**config.mk**
```make
export PLATFORM = sky130hd
export DESIGN_NAME = param_shift_harness
export DESIGN_NICKNAME = d
export VERILOG_FILES = /design/src/rtl/param_shift_harness.sv
export SDC_FILE = /design/constraint.sdc
export NUM_CORES = 2
export LEC_CHECK = 0
export CAP_MARGIN = 20
export CELL_PAD_IN_SITES_DETAIL_PLACEMENT = 0
export CELL_PAD_IN_SITES_GLOBAL_PLACEMENT = 2
export CORE_AREA = 2 2 426 428
export DETAILED_ROUTE_END_ITERATION = 10
export DIE_AREA = 0 0 428 430
export DONT_BUFFER_PORTS = 1
export PLACE_DENSITY = 0.57
export SLEW_MARGIN = 20
export SYNTH_ARGS = -nofsm -noshare
export SYNTH_HDL_FRONTEND = slang
export SYNTH_SLANG_ARGS = --single-unit
```
**constraint.sdc**
```tcl
create_clock -name clk -period 4.7 [get_ports clk]
set_input_delay 0.47 -clock clk [delete_from_list [all_inputs] [get_ports clk]]
set_output_delay 0.47 -clock clk [all_outputs]
set_load 0.02 [all_outputs]
```
**src/rtl/param_shift_harness.sv**
```systemverilog
// rtl/param_shift_harness.sv - multi-channel serial-to-parallel shifter with result serialiser
//
// Purpose:
//   NCH serial channels each shift into a WIDTH-bit register. The registers are
//   exposed in parallel to a downstream datapath. Once every channel holds a
//   full window, a captured OUTW-bit result word is returned LSB first on a
//   single serial line by a two-state output FSM.
//
// Ports:
//   clk          - single clock, all state on its rising edge
//   rst_n        - synchronous active-low reset, highest priority
//   shift_en     - shift every channel by one bit this cycle
//   clear        - zero channel registers and fill counter (FSM untouched)
//   src_ser      - serial input bit per channel, bit k feeds channel k
//   par_out      - channel k register at [k*WIDTH +: WIDTH], straight from flops
//   window_valid - every channel holds WIDTH bits shifted since reset/clear
//   res_in       - result word from the downstream datapath
//   capture      - request to sample res_in and serialise it
//   res_ser      - serial result bit, LSB first
//   res_valid    - res_ser carries a valid bit
//   res_done     - one-cycle pulse in the first idle cycle after the last bit
//   overrun      - sticky flag for a rejected capture, cleared only by reset

module param_shift_harness #(
    parameter int NCH   = 32,
    parameter int WIDTH = 32,
    parameter int OUTW  = 38
) (
    input  logic                   clk,
    input  logic                   rst_n,
    input  logic                   shift_en,
    input  logic                   clear,
    input  logic [NCH-1:0]         src_ser,
    output logic [NCH*WIDTH-1:0]   par_out,
    output logic                   window_valid,
    input  logic [OUTW-1:0]        res_in,
    input  logic                   capture,
    output logic                   res_ser,
    output logic                   res_valid,
    output logic                   res_done,
    output logic                   overrun
);

    localparam int FW = $clog2(WIDTH + 1);
    localparam int IW = $clog2(OUTW);
    localparam logic [FW-1:0] FILL_FULL = FW'(WIDTH);
    localparam logic [IW-1:0] IDX_LAST  = IW'(OUTW - 1);

    typedef enum logic {
        S_IDLE = 1'b0,
        S_SEND = 1'b1
    } state_t;

    logic [NCH*WIDTH-1:0] r_chan;
    logic [FW-1:0]        r_fill;
    logic                 r_wv;

    state_t               r_state;
    logic [OUTW-1:0]      r_outreg;
    logic [IW-1:0]        r_idx;
    logic                 r_ser;
    logic                 r_valid;
    logic                 r_done;
    logic                 r_ovr;

    logic [FW-1:0]        w_fill_nxt;
    logic [IW-1:0]        w_idx_nxt;

    // Fill counter saturates so window_valid stays high under continuous shifting.
    assign w_fill_nxt = (r_fill == FILL_FULL) ? r_fill : r_fill + 1'b1;
    assign w_idx_nxt  = r_idx + 1'b1;

    // Channel shift registers and fill tracking.
    always_ff @(posedge clk) begin
        if (!rst_n) begin
            r_chan <= '0;
            r_fill <= '0;
            r_wv   <= 1'b0;
        end else if (clear) begin
            r_chan <= '0;
            r_fill <= '0;
            r_wv   <= 1'b0;
        end else if (shift_en) begin
            for (int k = 0; k < NCH; k++) begin
                r_chan[k*WIDTH +: WIDTH] <= {r_chan[k*WIDTH +: WIDTH-1], src_ser[k]};
            end
            r_fill <= w_fill_nxt;
            r_wv   <= (w_fill_nxt == FILL_FULL);
        end
    end

    // Output FSM. res_ser is preloaded with the next bit so every output is a flop.
    always_ff @(posedge clk) begin
        if (!rst_n) begin
            r_state  <= S_IDLE;
            r_outreg <= '0;
            r_idx    <= '0;
            r_ser    <= 1'b0;
            r_valid  <= 1'b0;
            r_done   <= 1'b0;
            r_ovr    <= 1'b0;
        end else begin
            r_done <= 1'b0;
            case (r_state)
                S_IDLE: begin
                    if (capture) begin
                        if (r_wv) begin
                            r_outreg <= res_in;
                            r_idx    <= '0;
                            r_ser    <= res_in[0];
                            r_valid  <= 1'b1;
                            r_state  <= S_SEND;
                        end else begin
                            r_ovr <= 1'b1;
                        end
                    end
                end
                S_SEND: begin
                    if (capture) begin
                        r_ovr <= 1'b1;
                    end
                    if (r_idx == IDX_LAST) begin
                        r_state <= S_IDLE;
                        r_valid <= 1'b0;
                        r_ser   <= 1'b0;
                        r_done  <= 1'b1;
                    end else begin
                        r_idx <= w_idx_nxt;
                        r_ser <= r_outreg[w_idx_nxt];
                    end
                end
                default: r_state <= S_IDLE;
            endcase
        end
    end

    assign par_out      = r_chan;
    assign window_valid = r_wv;
    assign res_ser      = r_ser;
    assign res_valid    = r_valid;
    assign res_done     = r_done;
    assign overrun      = r_ovr;

endmodule

```
==> reports/results.tsv <==
metric	value	unit
cp-start-kind	register	
synth.most_common_cell	dfxtp_1	
yosys.area_share.simple	11.6	%
end_kind	register	
ys_top_cells_by_area	dfxtp_1, mux2i_1, nor2_1	
skew	0.0294	ns
synth_adder_area_share	0.131	%
leakage	18.2	nW
period_needed	2.68	ns
synth_warnings	0	
max_freq	373	MHz
yosysSeqAreaShare	56.5	%
switching_share	23.3	%
hold_viol_final	0	
rsz0062_at_grt	false	
final_antenna_net_count	0	
ios	1104	
areaGrowthSynthToFinish	19.3	%
grt_pass1_wl	188	mm
cts_buffer_depth	3	
path_clk_slew	0.06	ns
synth_top_area_share	56.5	%
finalSetupTns	0	ns
dp_hpwl	97.2	mm
place_ws	2.00	ns
start_util	21.3	%
intPower	15.2	mW
cts_hold_buf	72	
synth_area	38300	µm²
port_buffers	0	
place_area	40700	µm²
drc	0	
syn-num-nets	3700	
stdcell_area	45700	µm²
drive_gt1_share	6.75	%
synthFlopType	dfxtp_1	
cts_setup_buffers	0	
dp_cells	5785	
yosysTopAreaCell	dfxtp_1	
die_width	428	µm
n_fill_cell	19200	
fp-row-count	156	
grt_overflow	0	
synth_top_family_by_area	multiplexers	
synth_common_cells	dfxtp_1, nor2_1, mux2i_1, clkbuf_1, buf_2	
routed-via-count	25400	
root_buffer	clkbuf_16	
power.density	435	nW/µm²
synth-edff-count	0	
grt_pass1_vias	24100	
ys_types	47	
synth_compound_area_share	1.01	%
status	completed	
insertion_delay	0.79	ns
cts_tree	done	
cts_resized	0	
hold_path.class	in2reg	
grt_max_degree	130	
fin_cells	6090	
postSynthCellCount	3621	
syn_area_per_cell	10.6	µm²
cp_max_fo	18	
cap_violations	0	
setup_violations	0	
track_usage	13.8	%
setup_slack	2.02	ns
firstDrtPassIters	5	
cts_inserted_buffers	132	
ir_drop	0.273	mV
muxShareOfSynthArea	27.5	%
seq_power_share	46.4	%
power_switching	4.62	mW
holdWs	0.177	ns
place.gp.congestion	0.846	
post-route-util	25.4	%
clock_sinks	1080	
dieArea	184000	µm²
drt_iter0_drc	1364	
power	19.9	mW
cp.arrival	3.31	ns
maxSlewViolCount	0	
max-slew-margin-rel	41.2	%
routed_via_density	4.17	
worst_pin_slew	0.881	ns
nets	3700	
wl_per_cell	21.9	µm
clkPwrFrac	50.2	%
fp.dieH	430	µm
combPwrFrac	3.5	%
coreArea	180000	µm²
ys_ff_latch	1080	
path_class	reg2reg	
antenna_found_initial	4	
wirelength	133	mm
cp.required	5.34	ns
synthXorXnorAreaFrac	0.268	%
htree_levels	4	
fin_crit_sh	57.0	%
async_flop_share	0	%
-- power by group through the flow --
stage / logic, mW / registers, mW / clock network (mW)
final: 0.692 / 9.20 / 9.96
after global routing: 0.740 / 9.20 / 10.7
after CTS: 0.706 / 9.20 / 10.4
after detailed placement: 0.648 / 9.40 / 0
after global placement: 0.650 / 9.40 / 0
after floorplan: 0.515 / 9.39 / 0
-- kinds of logic after synthesis --
kind of cell | Yosys count
AOI/OAI and AO/OA | 67
xor gates and xnor gates | 10
DFF | 1080
and+or+nand+nor | 1163
adders and majority gates | 4
buffers and inverters | 258
muxes | 1039
-- area by class of cell --
type	count	area, µm²	area share (%)
Antenna cell	4	10.0	0.0219
Tap cell	2370	2970	6.49
Sequential cell	1080	21600	47.3
Inverter	5	18.8	0.0411
Clock buffer	198	3830	8.39
Multi-Input combinational cell	2283	15500	34.0
Clock inverter	31	392	0.858
Timing Repair Buffer	119	1320	2.89
-- cell usage in the layout (no fill, tap or decap), types with 2 or more instances in the layout --
master,instances
bufinv_16,2
clkinvlp_4,3
nand2b_1,2
clkbuf_1,40
and3_1,2
nand4_1,5
clkinv_8,4
xnor2_1,5
inv_16,2
nor3b_1,2
xor2_2,2
nand3b_1,2
inv_6,6
nand3_1,9
buf_12,18
a31oi_1,3
clkinv_16,3
a32oi_1,2
xor2_1,3
nand2_1,84
buf_4,28
clkinv_2,10
dlygate4sd3_1,72
clkbuf_8,24
inv_1,5
diode_2,4
ha_1,4
o21ai_0,2
a21oi_1,47
dfxtp_1,1080
nor2_1,1047
mux4_2,9
clkbuf_16,134
a211oi_1,2
mux2i_1,1029
-- registers in the layout, summed over array words and instances, names as in the netlist --
register,cells
window_valid,1
res_done,1
r_idx,6
res_ser,1
r_fill,6
overrun,1
res_valid,1
par_out,1024
r_state,1
r_outreg,38
-- critical path, stage by stage (launching register included) --
cell,delay (ns)
dfxtp_1,0.89
ha_1,0.54
mux4_2,0.37
nor2b_1,0.14
a211o_1,0.30
a32oi_1,0.19
a211oi_1,0.09
-- worst paths after layout --
kind	start	endpoint	slack, ns	depth (start not counted)
worst min-delay path	capture	r_outreg[15]	0.18	3
worst min register to register	r_outreg[36]	r_outreg[36]	0.46	2
worst max register to register	r_idx[0]	res_ser	2.02	6
worst max-delay path	r_idx[0]	res_ser	2.02	6
-- routing by layer --
layer / up-vias / track usage [%] / routed length, µm
met5: - / 0 / 0
met3: 210 / 5.86 / 11600
met1: 12300 / 15.1 / 50900
met4: 0 / 5.31 / 4360
met2: 752 / 23.8 / 66400
li1: 12100 / - / -
Note: power is estimated with default switching activity, not from simulation.
